File: src/rtl/fifo_word_reader_if.sv
// Signal bundle between fifo_word_reader, the simple_fifo read port and the word-wide consumer.
// Stream: a word moves when out_valid && out_ready at posedge; out_data/out_bytes hold while out_valid && !out_ready.
interface fifo_word_reader_if #(
    parameter int WIDTH = 8,
    parameter int COUNT = 4
);
    localparam int OUT_WIDTH = WIDTH * COUNT;
    localparam int BYTES_W   = $clog2(COUNT + 1);

    logic                 fifo_rd;
    logic [WIDTH-1:0]     fifo_rdata;
    logic                 fifo_rvalid;
    logic                 fifo_not_empty;
    logic [OUT_WIDTH-1:0] out_data;
    logic [BYTES_W-1:0]   out_bytes;
    logic                 out_valid;
    logic                 out_ready;

    modport master (
        output fifo_rd, out_data, out_bytes, out_valid,
        input  fifo_rdata, fifo_rvalid, fifo_not_empty, out_ready
    );

    modport slave (
        input  fifo_rd, out_data, out_bytes, out_valid,
        output fifo_rdata, fifo_rvalid, fifo_not_empty, out_ready
    );
endinterface

File: src/rtl/fifo_word_reader.sv
// Pulls WIDTH-bit entries out of simple_fifo and packs COUNT of them little-endian into one
// output word; a flush request pushes out whatever partial word has been gathered.
module fifo_word_reader #(
    parameter int WIDTH = 8,
    parameter int COUNT = 4
) (
    input  logic                clk,
    input  logic                reset,
    fifo_word_reader_if.master  bus,
    input  logic                flush,
    output logic                flush_busy,
    output logic                dbg_state_o
);
    localparam int OUT_WIDTH = WIDTH * COUNT;
    localparam int IDX_W     = $clog2(COUNT + 1);
    localparam int CMP_W     = IDX_W + 1;

    typedef enum logic [0:0] {
        RUN   = 1'b0,
        FLUSH = 1'b1
    } state_e;

    state_e                         state_q, state_d;
    logic                           out_valid_q, out_valid_d;
    logic [OUT_WIDTH-1:0]           out_data_q, out_data_d;
    logic [IDX_W-1:0]               out_bytes_q, out_bytes_d;
    logic [COUNT-1:0][WIDTH-1:0]    acc_q, acc_d;
    logic [IDX_W-1:0]               idx_q, idx_d;
    logic                           acc_full_q, acc_full_d;
    logic                           inflight_q;

    logic                           slot_free;
    logic                           rd_c;
    logic [CMP_W-1:0]               pending;
    logic [COUNT-1:0][WIDTH-1:0]    full_word;
    logic [COUNT-1:0][WIDTH-1:0]    partial_word;

    // Slots already claimed (landed + in flight) bound the reads so a word never over-fills.
    assign pending   = CMP_W'(idx_q) + CMP_W'(inflight_q);
    assign slot_free = !out_valid_q || bus.out_ready;
    assign rd_c      = !reset && bus.fifo_not_empty && (state_q == RUN) && !flush
                       && (pending < CMP_W'(COUNT)) && !acc_full_q;

    assign bus.fifo_rd   = rd_c;
    assign bus.out_data  = out_data_q;
    assign bus.out_bytes = out_bytes_q;
    assign bus.out_valid = out_valid_q;
    assign flush_busy    = (state_q == FLUSH);
    assign dbg_state_o   = state_q;

    always_comb begin
        state_d      = state_q;
        out_valid_d  = out_valid_q;
        out_data_d   = out_data_q;
        out_bytes_d  = out_bytes_q;
        acc_d        = acc_q;
        idx_d        = idx_q;
        acc_full_d   = acc_full_q;
        full_word    = acc_q;
        partial_word = '0;

        full_word[COUNT-1] = bus.fifo_rdata;
        for (int k = 0; k < COUNT; k++) begin
            if (IDX_W'(k) < idx_q) begin
                partial_word[k] = acc_q[k];
            end
        end

        if (out_valid_q && bus.out_ready) begin
            out_valid_d = 1'b0;
        end

        if (acc_full_q) begin
            // A completed word parked behind a stalled output moves out as soon as the slot frees.
            if (slot_free) begin
                out_data_d  = acc_q;
                out_bytes_d = IDX_W'(COUNT);
                out_valid_d = 1'b1;
                idx_d       = '0;
                acc_full_d  = 1'b0;
            end
        end else if (bus.fifo_rvalid) begin
            if (idx_q == IDX_W'(COUNT - 1)) begin
                if (slot_free) begin
                    out_data_d  = full_word;
                    out_bytes_d = IDX_W'(COUNT);
                    out_valid_d = 1'b1;
                    idx_d       = '0;
                end else begin
                    acc_d[COUNT-1] = bus.fifo_rdata;
                    acc_full_d     = 1'b1;
                    idx_d          = IDX_W'(COUNT);
                end
            end else begin
                for (int k = 0; k < COUNT; k++) begin
                    if (IDX_W'(k) == idx_q) begin
                        acc_d[k] = bus.fifo_rdata;
                    end
                end
                idx_d = idx_q + 1'b1;
            end
        end

        case (state_q)
            RUN: begin
                if (flush) begin
                    state_d = FLUSH;
                end
            end
            FLUSH: begin
                // No rvalid can arrive once inflight is clear, so the partial load cannot collide.
                if (!inflight_q && !acc_full_q) begin
                    if (idx_q == '0) begin
                        state_d = RUN;
                    end else if (slot_free) begin
                        out_data_d  = partial_word;
                        out_bytes_d = idx_q;
                        out_valid_d = 1'b1;
                        idx_d       = '0;
                        state_d     = RUN;
                    end
                end
            end
            default: state_d = RUN;
        endcase
    end

    always_ff @(posedge clk) begin
        if (reset) begin
            state_q     <= RUN;
            out_valid_q <= 1'b0;
            out_data_q  <= '0;
            out_bytes_q <= '0;
            acc_q       <= '0;
            idx_q       <= '0;
            acc_full_q  <= 1'b0;
            inflight_q  <= 1'b0;
        end else begin
            state_q     <= state_d;
            out_valid_q <= out_valid_d;
            out_data_q  <= out_data_d;
            out_bytes_q <= out_bytes_d;
            acc_q       <= acc_d;
            idx_q       <= idx_d;
            acc_full_q  <= acc_full_d;
            inflight_q  <= rd_c;
        end
    end
endmodule

File: src/flat_wrapper.sv
// flat-port wrapper written by rule: the top's interface ports become plain ports
module fifo_word_reader_flat 
#(
    parameter int WIDTH = 8,
    parameter int COUNT = 4
)
  (clk, reset, flush, flush_busy, dbg_state_o, bus_fifo_rd, bus_out_data, bus_out_bytes, bus_out_valid, bus_fifo_rdata, bus_fifo_rvalid, bus_fifo_not_empty, bus_out_ready);
  fifo_word_reader_if #(.WIDTH(WIDTH), .COUNT(COUNT)) bus_i ();
  input  logic clk;
  input  logic reset;
  input  logic flush;
  output logic flush_busy;
  output logic dbg_state_o;
  output wire logic [$bits(bus_i.fifo_rd)-1:0] bus_fifo_rd;
  output wire logic [$bits(bus_i.out_data)-1:0] bus_out_data;
  output wire logic [$bits(bus_i.out_bytes)-1:0] bus_out_bytes;
  output wire logic [$bits(bus_i.out_valid)-1:0] bus_out_valid;
  input wire logic [$bits(bus_i.fifo_rdata)-1:0] bus_fifo_rdata;
  input wire logic [$bits(bus_i.fifo_rvalid)-1:0] bus_fifo_rvalid;
  input wire logic [$bits(bus_i.fifo_not_empty)-1:0] bus_fifo_not_empty;
  input wire logic [$bits(bus_i.out_ready)-1:0] bus_out_ready;
  assign bus_fifo_rd = bus_i.fifo_rd;
  assign bus_out_data = bus_i.out_data;
  assign bus_out_bytes = bus_i.out_bytes;
  assign bus_out_valid = bus_i.out_valid;
  assign bus_i.fifo_rdata = bus_fifo_rdata;
  assign bus_i.fifo_rvalid = bus_fifo_rvalid;
  assign bus_i.fifo_not_empty = bus_fifo_not_empty;
  assign bus_i.out_ready = bus_out_ready;
  fifo_word_reader #(.WIDTH(WIDTH), .COUNT(COUNT)) u_core (.clk(clk), .reset(reset), .bus(bus_i), .flush(flush), .flush_busy(flush_busy), .dbg_state_o(dbg_state_o));
endmodule
File: config.mk
export PLATFORM = sky130hd
export DESIGN_NAME = fifo_word_reader_flat
export DESIGN_NICKNAME = d
export VERILOG_FILES = /design/src/rtl/fifo_word_reader_if.sv /design/src/rtl/fifo_word_reader.sv /design/src/flat_wrapper.sv
export SDC_FILE = /design/constraint.sdc
export NUM_CORES = 1
export LEC_CHECK = 0
export ABC_AREA = 1
export BUFFER_PORTS_ARGS = -buffer_cell sky130_fd_sc_hd__buf_4
export CAP_MARGIN = 20
export CORE_UTILIZATION = 40
export DETAILED_ROUTE_END_ITERATION = 8
export PLACE_DENSITY = 0.7
export SETUP_SLACK_MARGIN = 0.2
export SYNTH_ARGS = -nofsm -noshare
export SYNTH_HDL_FRONTEND = slang
export SYNTH_SLANG_ARGS = --single-unit
File: constraint.sdc
create_clock -name clk -period 1.5 [get_ports clk]
set_input_delay 0.3 -clock clk [delete_from_list [all_inputs] [get_ports clk]]
set_output_delay 0.3 -clock clk [all_outputs]
set_load 0.1 [all_outputs]
### Yosys cells after proc, flatten, opt, wreduce, memory -nomap -nowiden

Index checks and enable logic that the tools add are counted.

* register bits after elaboration: 74
* bits of input ports: 14

* bitwise gates (word level): 3
* add/subtract/negate cells: 2
* multiplexer cells: 50
* equal/unequal tests: 5
* order comparisons: 5
* reduce and logical (&&, ||, !) cells: 19

Operator list (count)
* $mux 32: 9
* $mux 8: 7
* $mux 3: 17
* $mux 1: 16
* $reduce_and 4->1: 4
* $logic_and 1x1->1: 7
* $eq 2x3->1 const A: 2
* $lt 1x3->1 const A: 2
* $lt 2x3->1 const A: 2
* $logic_not 1->1: 5
* $add 3x1->4: 1
* $lt 4x3->1 const B: 1
* $add 3x1->3 const B: 1
* $eq 1x3->1 const A: 1
* $eq 3x2->1 const B: 1
* $logic_not 3->1: 1
* $not 1->1: 3
* $ne 2x2->1 const B: 1
* $pmux 1 s2: 1
* $reduce_bool 2->1: 1
* $logic_or 1x1->1: 1

### Longest topological paths before layout

Gate-level depths: netlist of run 1.

* word-level depth: 10
* gate-level depth with buffers: 11
* depth with buffers taken out: 10

### Worst setup path before layout of run 1

Ideal clock, no wire load.

* path type: register -> output
* from: reg u_core.state_q, in the netlist u_core.dbg_state_o
* to: out bus_fifo_rd
* data arrival time: 3.281 ns
* data required time: 1.200 ns
* setup slack: -2.081 ns
* cell stages (with the launch flop): 4
* cell sequence: dfxtp_1 > nor2_1 > nand3_1 > a211oi_1

* cells in the longest elaborated chain, start to end: 5

RTL lines
* from (decl): RTL line fifo_word_reader.sv:23 `state_e state_q, state_d;`
* from (signal assigned): RTL line fifo_word_reader.sv:139 `state_q <= state_d;`
* $not 1->1: RTL line fifo_word_reader.sv:41 `assign rd_c = !reset && bus.fifo_not_empty && (state_q == RUN) && !flush`
* $logic_and 1x1->1 (2 in series): RTL line fifo_word_reader.sv:41
* $logic_and 1x1->1 (2 in series): RTL line fifo_word_reader.sv:42 `&& (pending < CMP_W'(COUNT)) && !acc_full_q;`
* to (decl): RTL line flat_wrapper.sv:14 `output wire logic [$bits(bus_i.fifo_rd)-1:0] bus_fifo_rd;`

No other way between the ends.

### Final worst setup path of run 1

* from: reg u_core.idx_q[1]
* to: reg u_core.out_data_q[16], in the netlist u_core.bus.out_data[16]

* cells in the longest elaborated chain, start to end: 8
* elaborated cells between the ends (all ways): 11

RTL lines
* from (decl): RTL line fifo_word_reader.sv:28 `logic [IDX_W-1:0] idx_q, idx_d;`
* from (signal assigned): RTL line fifo_word_reader.sv:144 `idx_q <= idx_d;`
* $eq 3x2->1: RTL line fifo_word_reader.sv:83 `if (idx_q == IDX_W'(COUNT - 1)) begin`
* $mux 32: RTL line fifo_word_reader.sv:83
* $mux 32: RTL line fifo_word_reader.sv:82 `end else if (bus.fifo_rvalid) begin`
* $mux 32: RTL line fifo_word_reader.sv:73 `if (acc_full_q) begin`
* $mux 32: RTL line fifo_word_reader.sv:115 `end else if (slot_free) begin`
* $mux 32: RTL line fifo_word_reader.sv:113 `if (idx_q == '0) begin`
* $mux 32: RTL line fifo_word_reader.sv:112 `if (!inflight_q && !acc_full_q) begin`
* $mux 32 (*): RTL line fifo_word_reader.sv:104 `case (state_q)`
* to (signal assigned): RTL line fifo_word_reader.sv:141 `out_data_q <= out_data_d;`
* to (decl): RTL line fifo_word_reader.sv:25 `logic [OUT_WIDTH-1:0] out_data_q, out_data_d;`

Mark *: on every way between the ends. The rest lies on a longest branch, timed or not.
A chain may end at the register's enable or synchronous reset.

==> summary.md, run 1 <==
| Metric | Value |
|---|---|
| Final Core Density | 72.3% |
| Non-Filler Instances | between 600 and 700 |
| Worst path cell trace | buf_8, inv_6, ha_4, nand2_4, nand3_4, nand2_4, nand2_8, nand2_8, clkinv_8, nand2_2, nand2_1 |
| Post-synth top area cell | dfxtp_1 |
| Placed cells | 611 |
| CP Launch Type | flop |
| Ys async rst share | 0% |
| TritonRoute pass-1 iters | 5 |
| Syn_nets | 470 |
| Fin Setup TNS | -6.70 ns |
| Total Routing Usage GR | 26.0% |
| Top fanout value on the critical path | 7 |
| WL per Instance | 18.7 microns |
| CP max stage delay | 0.39 ns |
| Top cell type's share of synthesized area | between 40% and 50% |
| CTS tree | done |
| Global placer's final weighted congestion | 0.877 |
| Syn Inst Count | around 450 |
| Final Skew | 0.0201 ns |
| Via Count | 3,757 |
| Nets@finish | 589 |
| Clock root cell | clkbuf_8 |
| Setup repair after global routing missed its margin | true |
| WS Path Type | reg -> reg |
| #FFs+latches synth | 74 |
| Critical path arrival | 1.96 ns |
| CTS Sinks | 74 |
| Critical path's top delay family | simple AND/OR/NAND/NOR gates |
| Synth Warn # | 0 |
| Clk_lat worst skew | 0.38 ns |
| Post-synthesis average cell area | 7.19 sq um |
| Worst Slack Setup Final | -0.195 ns |
| Top_reg_cell synth | dfxtp_1 |
| DRC Markers | 0 |
| Starting DRT DRC Count | 400 |
| Pin count of the biggest net entering global routing | 46 |
| Ranking of synthesized cells by area | dfxtp_1 (46%), nand2_1 (14%), a21oi_1 (6.9%) |
| CP bufs+invs | 3 |
| Violated checks | setup timing |
| # setup viols final | 72 |
| VDD IR-drop max | 0.552 mV |
| First-pass GRT wire length | between 15,000 and 20,000 microns |
| Worst path slowest cell | dfxtp_4 |
| Post-Syn Area | about 0.0033 sq mm |
| Io pins | 53 |
| CP endpoint kind | flop |
| Post-DRT Antenna Nets | 0 |
| Tmin final | 1.69 ns |
| Hpwl dp | 6060 microns |
| CP Data Required Time | 1.76 ns |
| Final Cycle Share | 113% |
| Post-synthesis cell type count | 31 |
| Die W | 92.2 microns |
| Most frequent cells in the layout | nand2_1 (69), buf_4 (58), dfxtp_1 (56) |
| F_max | between 500 and 600 MHz |
| Die ar. | 0.00850 sq mm |
| EDFF count, synth | 0 |
| Die height | about 92 microns |
| Num rows | 32 |
| CTS Buf Count | 9 |
| WL final | between 10,000 and 15,000 microns |
| Initial Util | roughly two fifths |
| Post-DR vias/cell | about 5.5 |
| Clock Pin Slew Worst Setup and Hold Paths | about 0.1 ns |
| Vias in the first global route | between 3,000 and 4,000 |
| Clock Tree Buf Depth | 2 |
| Slew Limit Fails | 0 |
| Slew headroom | 65.2% |
| Status | finished, violations left |
| Worst Max-Slew Pin Slew | 0.522 ns |
| P_leak | 2.41 nW |
| Layout cells sized above 1 | between 50% and 60% |
| Congestion Overflow GR | 0 |
| N_diodes | 0 |
| Area Growth Syn to Fin | 73.5% |
| Hold Crit Class | in -> reg |
| Most common cell after layout, fill and taps aside | nand2_1 |
| Port-buffer cells | 52 |
| Antenna violations before repair | 0 |
| CTS Hold Bufs | 0 |
| Max-cap viol count | 0 |
| Power per standard cell area | 929 mW/mm^2 |
| CTS H-tree lvls | 3 |
| Core area | 0.00781 sq mm |
| Sequential fraction of the synthesis area | 45.5% |
| Final Hold Viols | 0 |
[worst paths after layout]
kind / start / to / slack (ns) / depth (start not counted)
setup / recovery: u_core.idx_q[1]$_SDFF_PP0_ / u_core.bus.out_data[16]$_SDFF_PP0_ / -0.19 / 11
hold / removal: bus_fifo_rdata[6] / u_core.acc_q[30]$_SDFFE_PP0P_ / 0.23 / 3
setup reg to reg: u_core.idx_q[1]$_SDFF_PP0_ / u_core.bus.out_data[16]$_SDFF_PP0_ / -0.19 / 11
hold reg to reg: u_core.bus.out_data[0]$_SDFF_PP0_ / u_core.bus.out_data[0]$_SDFF_PP0_ / 0.47 / 2
[cells by family after synthesis]
logic type / synth area share [%]
DFF: 45.5
adders and majority gates: 1.15
AOI/OAI and AO/OA: 14.1
and+or+nand+nor: 31.1
buffers and inverters: 8.19
[Yosys cell counts, types with 2 or more instances]
library cell and instances:
nand2_2 4, buf_4 5, inv_1 40, buf_2 4
dfxtp_1 74, ha_1 3, nor3_2 2, o21ai_0 36
nor3_1 2, nand3_1 34, nor2_1 44, a211oi_1 2
nand2_4 4, nand4_1 12, nand2_1 118, o21ai_1 2
inv_2 3, a21oi_1 45, clkbuf_1 7
[flip-flops by register name (all words and copies together) (netlist names)]
signal and cells:
u_core.idx_q 3, u_core.bus.out_valid 1, u_core.bus.out_data 32, u_core.dbg_state_o 1, u_core.acc_q 32, u_core.bus.out_bytes 3
u_core.inflight_q 1, u_core.acc_full_q 1
[layout make-up]
| class | count | area, sq um |
|---|---|---|
| Multi-Input combinational cell | 318 | 2250 |
| Fill cell | 515 | 2160 |
| Sequential cell | 74 | 1520 |
| Timing Repair Buffer | 123 | 1340 |
| Inverter | 45 | 209 |
| Tap cell | 102 | 128 |
| Clock buffer | 9 | 124 |
| Clock inverter | 7 | 75.1 |
| Timing Repair inverter | 1 | 11.3 |
[layer usage]
layer	GRT usage, %	vias to the layer above	routed length (microns)
met2	42.5	174	6140
met1	32.4	1820	5220
li1	-	1719	-
met4	12.8	0	524
met3	5.47	44	796
met5	0	-	0
[metrics by stage]
step | hold slack, ns | cell area (sq um) | total power, mW | worst slack (ns)
2_1_floorplan | 0.360 | 3410 | 2.81 | -0.354
3_3_place_gp | 0.432 | 3990 | 3.02 | 0.0674
3_5_place_dp | 0.433 | 3990 | 3.03 | 0.0299
4_1_cts | 0.228 | 4870 | 4.85 | -0.174
5_1_grt | 0.225 | 5650 | 5.42 | -0.252
6_report | 0.229 | 5650 | 5.25 | -0.195
[where the power goes]
group / internal (mW) / switching [mW] / total (mW)
combinational: 0.535 / 0.900 / 1.44
sequential: 2.06 / 0.0884 / 2.15
clock: 0.782 / 0.883 / 1.66
[timing repair]
item	in CTS	in global routing
resized for setup	133	157
buffers inserted	26	21
pin swaps	35	40
setup endpoints to repair	79	100
cloned	4	1
[worst register-to-register path: stages (launching register included)]
cell	delay (ns)
dfxtp_4	0.39
buf_8	0.13
inv_6	0.05
ha_4	0.17
nand2_4	0.10
nand3_4	0.17
nand2_4	0.15
nand2_8	0.08
nand2_8	0.11
clkinv_8	0.10
nand2_2	0.07
nand2_1	0.05
Power figures use the tool's default switching activity.
==> run 2: changes to the inputs <==
--- a/config.mk
+++ b/config.mk
@@ -8,9 +8,9 @@
 export ABC_AREA = 1
 export BUFFER_PORTS_ARGS = -buffer_cell sky130_fd_sc_hd__buf_4
 export CAP_MARGIN = 20
-export CORE_UTILIZATION = 40
+export CORE_UTILIZATION = 50
 export DETAILED_ROUTE_END_ITERATION = 8
-export PLACE_DENSITY = 0.7
+export PLACE_DENSITY = 0.83
 export SETUP_SLACK_MARGIN = 0.2
 export SYNTH_ARGS = -nofsm -noshare
 export SYNTH_HDL_FRONTEND = slang
==> run 2 against run 1 <==
Effect of this change:
- hold slack worse by 0.027 ns
- the run still ends with setup timing left
- sequential power is essentially flat
- sequential share of layout area is 2.1 points higher
- clock power down 4%
- clock skew fell by 0.012 ns
- non-clock buffer count fell by 23
- setup slack worse by 0.053 ns
- sequential cell count is the same
- cell area shrank 7.3%
- register-to-register slack got worse by 0.04 ns
- core utilization rose by 11 points
==> summary.md, run 2 (synthesis results as in run 1) <==
| Metric | Value |
|---|---|
| Num rows | 29 (was 32) |
| Critical R2R Launch | u_core.idx_q[1]$_SDFF_PP0_ (unchanged) |
| F_max | 572 MHz (was 590 MHz) |
| Setup WS pre-CTS | 0.00617 ns (was 0.0299 ns) |
| Slew Limit Fails | 0 (unchanged) |
| Status | finished, violations left (unchanged) |
| Io pins | 53 (unchanged) |
| CTS Hold Bufs | 0 (unchanged) |
| Core area | 0.00631 sq mm (was 0.00781 sq mm) |
| Hold Crit Class | in -> reg (unchanged) |
| Pin count of the biggest net entering global routing | 46 (unchanged) |
| First-pass GRT wire length | 15,100 microns (was 17,100 microns) |
| Worst Slack Setup Final | -0.248 ns (was -0.195 ns) |
| P_leak | 2.25 nW (was 2.41 nW) |
| Power per standard cell area | 974 mW/mm^2 (was 929 mW/mm^2) |
| Port-buffer cells | 52 (unchanged) |
| Final Cycle Share | 117% (was 113%) |
| CP Launch Type | flop (unchanged) |
| Non-Filler Instances | 629 (was 679) |
| CP Data Required Time | 1.20 ns (was 1.76 ns) |
| Top fanout value on the critical path | 8 (was 7) |
| # setup viols final | 53 (was 72) |
| Layout cells sized above 1 | 47.6% (was 53.9%) |
| TritonRoute pass-1 iters | 5 (unchanged) |
| WL per Instance | 20.4 microns (was 18.7 microns) |
| Max-cap viol count | 0 (unchanged) |
| HP Start | bus_fifo_rdata[6] (unchanged) |
| Clock root cell | clkbuf_8 (unchanged) |
| Worst path slowest cell | dfxtp_1 (was dfxtp_4) |
| CTS Buf Count | 9 (unchanged) |
| Critical path arrival | 1.45 ns (was 1.96 ns) |
| Critical path origin | u_core.idx_q[2]$_SDFF_PP0_ (was u_core.idx_q[1]$_SDFF_PP0_) |
| Placed Area | 0.00396 sq mm (was 0.00399 sq mm) |
| Nets@finish | 564 (was 589) |
| Clock Tree Buf Depth | 2 (unchanged) |
| DRC Markers | 0 (unchanged) |
| Worst path cell trace | inv_2, nand2_2, a211oi_4, buf_12 (was buf_8, inv_6, ha_4, nand2_4, nand3_4, nand2_4, nand2_8, nand2_8, clkinv_8, nand2_2, nand2_1) |
| Most common cell after layout, fill and taps aside | nand2_1 (unchanged) |
| CTS tree | done (unchanged) |
| Clk_lat worst skew | 0.37 ns (was 0.38 ns) |
| Slew headroom | 76.2% (was 65.2%) |
| Die height | 82.7 microns (was 92.2 microns) |
| N_diodes | 0 (unchanged) |
| Register area | 0.00152 sq mm (about the same) |
| Congestion Overflow GR | 0 (unchanged) |
| Via Count | 3,865 (was 3,757) |
| Final Hold Viols | 0 (unchanged) |
| CP max stage delay | 0.33 ns (was 0.39 ns) |
| WS Path Type | reg -> out (was reg -> reg) |
| Worst Max-Slew Pin Slew | 0.357 ns (was 0.522 ns) |
| Violated checks | setup timing (unchanged) |
| Starting DRT DRC Count | 491 (was 400) |
| Final Core Density | 82.9% (was 72.3%) |
| Die ar. | 0.00684 sq mm (was 0.00850 sq mm) |
| CTS Sinks | 74 (unchanged) |
| Design area | 0.00524 sq mm (was 0.00565 sq mm) |
| Setup repair after global routing missed its margin | true (unchanged) |
| Final Skew | 0.00849 ns (was 0.0201 ns) |
| Total Routing Usage GR | 29.9% (was 26.0%) |
| Most frequent cells in the layout | nand2_1 (94), dfxtp_1 (55), buf_6 (40) (was nand2_1 (69), buf_4 (58), dfxtp_1 (56)) |
| Post-DR vias/cell | 6.14 (was 5.53) |
| Global placer's final weighted congestion | 0.879 (was 0.877) |
| Hpwl dp | 6030 microns (was 6060 microns) |
| Tmin final | 1.75 ns (was 1.69 ns) |
| Vias in the first global route | 3,203 (was 3,474) |
| CP endpoint kind | output pin (was flop) |
| Clock Pin Slew Worst Setup and Hold Paths | 0.09 ns (was 0.10 ns) |
| Antenna violations before repair | 0 (unchanged) |
| Placed cells | 583 (was 611) |
| Area Growth Syn to Fin | 60.8% (was 73.5%) |
| Fillers | 341 (was 515) |
| VDD IR-drop max | 0.779 mV (was 0.552 mV) |
| Fin Setup TNS | -5.02 ns (was -6.70 ns) |
| Post-DRT Antenna Nets | 0 (unchanged) |
| WL final | 12,900 microns (was 12,700 microns) |
| Die W | 82.7 microns (was 92.2 microns) |
| Multi-input logic area | 0.00205 sq mm (was 0.00225 sq mm) |
| Initial Util | 51.6% (was 41.7%) |
| CTS H-tree lvls | 3 (unchanged) |
-- run 2: critical path, delay by kind of cell, from the launching register on --
| kind | cells | cell delay (ns) |
|---|---|---|
| AOI/OAI and AO/OA | 1 | 0.23 |
| buffers and inverters | 2 | 0.38 |
| DFF | 1 | 0.33 |
| and+or+nand+nor | 1 | 0.13 |
-- run 2: what timing repair did --
item / 4_1_cts / 5_1_grt
endpoints found under the setup margin: 76 / 102
gates cloned: 3 / 3
resized for setup: 51 / 181
pin swaps: 11 / 24
setup buffers: 9 / 15
-- run 2: final timing paths --
| path | cells past startpoint | slack (ns) | to |
|---|---|---|---|
| min reg2reg | 2 | 0.46 | u_core.bus.out_data[22]$_SDFF_PP0_ |
| max | 4 | -0.25 | bus_fifo_rd |
| min | 3 | 0.20 | u_core.acc_q[30]$_SDFFE_PP0P_ |
| max reg2reg | 9 | -0.23 | u_core.bus.out_data[20]$_SDFF_PP0_ |
-- run 2: metal layers --
layer  vias up  track usage, %  part of all wire (%)
li1       1663               -                     -
met1      1793            35.0                    35
met2       307            50.8                    50
met3       102            6.04                   9.8
met4         0            16.7                   5.8
met5         -               0                     0
-- run 2: area by class of cell --
cell class	count	share of cell area [%]
clock buffer	12	3.18
sequential	74	28.9
clock inverter	4	0.621
timing repair buffer	100	22.6
inverter	45	3.66
multi-input combinational	317	39.2
tap	77	1.84
-- run 2: report_power, final --
| part | internal (mW) | switching, mW | total, mW |
|---|---|---|---|
| registers | 2.06 | 0.102 | 2.17 |
| logic | 0.492 | 0.851 | 1.34 |
| clock network | 0.757 | 0.834 | 1.59 |
-- run 2: per-stage QoR --
step	power (mW)	hold WS [ns]
after global placement	3.02	0.431
final	5.10	0.202
after detailed placement	3.04	0.437
after global routing	5.22	0.212
after CTS	4.65	0.228
after floorplan	2.81	0.360
==> run 3: changes to the inputs <==
--- a/config.mk
+++ b/config.mk
@@ -8,9 +8,9 @@
 export ABC_AREA = 1
 export BUFFER_PORTS_ARGS = -buffer_cell sky130_fd_sc_hd__buf_4
 export CAP_MARGIN = 20
-export CORE_UTILIZATION = 50
+export CORE_UTILIZATION = 56
 export DETAILED_ROUTE_END_ITERATION = 8
-export PLACE_DENSITY = 0.83
+export PLACE_DENSITY = 0.87
 export SETUP_SLACK_MARGIN = 0.2
 export SYNTH_ARGS = -nofsm -noshare
 export SYNTH_HDL_FRONTEND = slang
==> constraint.sdc (replaced) <==
create_clock -name clk -period 1.9 [get_ports clk]
set_input_delay 0.38 -clock clk [delete_from_list [all_inputs] [get_ports clk]]
set_output_delay 0.38 -clock clk [all_outputs]
set_load 0.1 [all_outputs]
==> run 3 against run 2 <==
Effect of this change:
- the run now ends clean
- clock-buffer cell count unchanged
- critical endpoint unchanged
- hold slack better by 0.12 ns
- highest routed layer unchanged
- critical path depth unchanged
- final cell count down 5.2%
- critical path type unchanged
- clock power down 30%
- via count down 17%
- register-to-register slack better by 0.54 ns
- combinational power down 49%
==> summary.md, run 3 (synthesis results as in run 1) <==
| Metric | Value |
|---|---|
| Final Cycle Share | 92.4% |
| Io pins | 53 (unchanged) |
| WS Path Type | reg -> out (unchanged) |
| Setup WS pre-CTS | 0.0820 ns (was 0.00617 ns) |
| Critical R2R Launch | u_core.acc_full_q$_SDFF_PP0_ (was u_core.idx_q[1]$_SDFF_PP0_) |
| Via Count | 3,225 (was 3,865) |
| Design area | 0.00405 sq mm (was 0.00524 sq mm) |
| Post-DRT Antenna Nets | 0 (unchanged) |
| Die height | 78.2 microns (was 82.7 microns) |
| Num rows | 27 (was 29) |
| CTS Hold Bufs | 0 (unchanged) |
| WL final | 8180 microns (was 12,900 microns) |
| WL per Instance | 13.7 microns (was 20.4 microns) |
| Global placer's final weighted congestion | 0.944 (was 0.879) |
| Layout cells sized above 1 | 22.7% (was 47.6%) |
| Vias in the first global route | 2,848 (was 3,203) |
| Core area | 0.00554 sq mm (was 0.00631 sq mm) |
| Tmin final | 1.76 ns |
| Antenna violations before repair | 0 (unchanged) |
| Critical path arrival | 1.38 ns (was 1.45 ns) |
| Power per standard cell area | 857 mW/mm^2 (was 974 mW/mm^2) |
| Reg2reg end | u_core.acc_q[23]$_SDFFE_PP0P_ (was u_core.bus.out_data[20]$_SDFF_PP0_) |
| # setup viols final | 0 (was 53) |
| HP Start | bus_fifo_rdata[4] (was bus_fifo_rdata[6]) |
| Hpwl dp | 5760 microns (was 6030 microns) |
| Placed Area | 0.00380 sq mm (was 0.00396 sq mm) |
| P_leak | 1.91 nW (was 2.25 nW) |
| Clock root cell | clkbuf_8 (unchanged) |
| Port-buffer cells | 52 (unchanged) |
| Worst Max-Slew Pin Slew | 0.534 ns (was 0.357 ns) |
| Max-cap viol count | 0 (unchanged) |
| Die ar. | 0.00612 sq mm (was 0.00684 sq mm) |
| Total Routing Usage GR | 28.2% (was 29.9%) |
| Reg2Reg Setup Slack | 0.31 ns (was -0.23 ns) |
| CTS Buf Count | 9 (unchanged) |
| Slew headroom | 64.3% (was 76.2%) |
| CTS tree | done (unchanged) |
| Fillers | 447 (was 341) |
| CP endpoint kind | output pin (unchanged) |
| CTS H-tree lvls | 3 (unchanged) |
| Final Skew | 0.00938 ns (was 0.00849 ns) |
| Clock Pin Slew Worst Setup and Hold Paths | 0.08 ns (was 0.09 ns) |
| Hold path depth | 3 (unchanged) |
| Top fanout value on the critical path | 5 (was 8) |
| Area Growth Syn to Fin | 24.5% (was 60.8%) |
| TritonRoute pass-1 iters | 5 (unchanged) |
| Initial Util | 58.8% (was 51.6%) |
| Nets@finish | 536 (was 564) |
| Starting DRT DRC Count | 280 (was 491) |
| Status | completed (was finished, violations left) |
| First-pass GRT wire length | 13,400 microns (was 15,100 microns) |
| Fin Setup TNS | 0 ns (was -5.02 ns) |
| Final Hold Viols | 0 (unchanged) |
| Clk_lat worst skew | 0.34 ns (was 0.37 ns) |
| Hold Crit Class | in -> reg (unchanged) |
| Hold Path Sink | u_core.acc_q[28]$_SDFFE_PP0P_ (was u_core.acc_q[30]$_SDFFE_PP0P_) |
| Reg2Reg Depth | 7 (was 9) |
| DRC Markers | 0 (unchanged) |
| Post-DR vias/cell | 5.41 (was 6.14) |
| CP Data Required Time | 1.52 ns (was 1.20 ns) |
| Clock Tree Buf Depth | 2 (unchanged) |
| Most common cell after layout, fill and taps aside | nand2_1 (unchanged) |
| Setup repair after global routing missed its margin | true (unchanged) |
| F_max | 569 MHz |
| VDD IR-drop max | 0.479 mV (was 0.779 mV) |
| Die W | 78.2 microns (was 82.7 microns) |
| Pin count of the biggest net entering global routing | 46 (unchanged) |
| Congestion Overflow GR | 0 (unchanged) |
| CP Launch Type | flop (unchanged) |
| Slew Limit Fails | 0 (unchanged) |
| Most frequent cells in the layout | nand2_1 (116), buf_4 (69), dfxtp_1 (69) (was nand2_1 (94), dfxtp_1 (55), buf_6 (40)) |
| CTS Sinks | 74 (unchanged) |
| N_diodes | 0 (unchanged) |
| Worst Slack Setup Final | 0.144 ns (was -0.248 ns) |
## run 3: cell types whose count changed in the layout (fill, tap and decap cells not counted), sizes merged
cell      change
clkinvlp      -2
clkinv        +2
clkbuf        -2
buf          -27
nor2          +1
## run 3: report_power, final
| part | switching, mW | internal, mW | total [mW] | leakage, nW |
|---|---|---|---|---|
| Combinational | 0.502 | 0.183 | 0.685 | 1.21 |
| Clock | 0.572 | 0.545 | 1.12 | 0.0967 |
| Sequential | 0.0470 | 1.63 | 1.67 | 0.604 |
| Total | 1.12 | 2.35 | 3.48 | 1.91 |
## run 3: worst max-delay path: stages (launching register included)
cell      delay [ns]
dfxtp_4         0.38
nor2_4          0.10
nand3_2         0.10
a211oi_4        0.26
buf_12          0.21
## run 3: layer usage
metal / GRT usage [%] / up-vias / wire, microns
met5: 0 / - / 0
met4: 11.3 / 0 / 151
met3: 3.84 / 12 / 560
met2: 45.6 / 132 / 3870
met1: 37.9 / 1474 / 3600
li1: - / 1607 / -
## run 3: area by class of cell
type                    count  area, sq um  area share, %
clock inverters             4         25.0          0.617
clock buffers              12          155           3.83
flip-flops and latches     74         1500           36.9
repair buffers             71          558           13.8
multi-input cells         318         1550           38.3
well taps                  72         90.1           2.22
inverters                  45          174           4.29
## run 3: worst max path at each step
stage | slack [ns] | endpoint | start
floorplan | -0.03 | bus_fifo_rd | u_core.dbg_state_o$_SDFF_PP0_
global placement | 0.16 | u_core.idx_q[0]$_SDFF_PP0_ | u_core.idx_q[0]$_SDFF_PP0_
detailed placement | 0.08 | u_core.idx_q[0]$_SDFF_PP0_ | u_core.idx_q[0]$_SDFF_PP0_
CTS | 0.06 | bus_fifo_rd | u_core.idx_q[2]$_SDFF_PP0_
global route | 0.09 | bus_fifo_rd | u_core.dbg_state_o$_SDFF_PP0_
finish | 0.14 | bus_fifo_rd | u_core.dbg_state_o$_SDFF_PP0_
## run 3: through the flow
step / util (%) / power (mW) / cells / hold slack, ns
global placement: 68.6 / 2.35 / 575 / 0.430
detailed placement: 68.6 / 2.37 / 575 / 0.435
global route: 73.2 / 3.61 / 596 / 0.338
floorplan: - / 2.20 / 453 / 0.430
finish: 73.2 / 3.48 / 596 / 0.327
CTS: 72.1 / 3.47 / 591 / 0.319
## run 3: timing repair
action,4_1_cts,5_1_grt
resized for setup,5,10
endpoints found under the setup margin,5,35
pin swaps,0,2
gates cloned,0,1
setup buffers,0,4
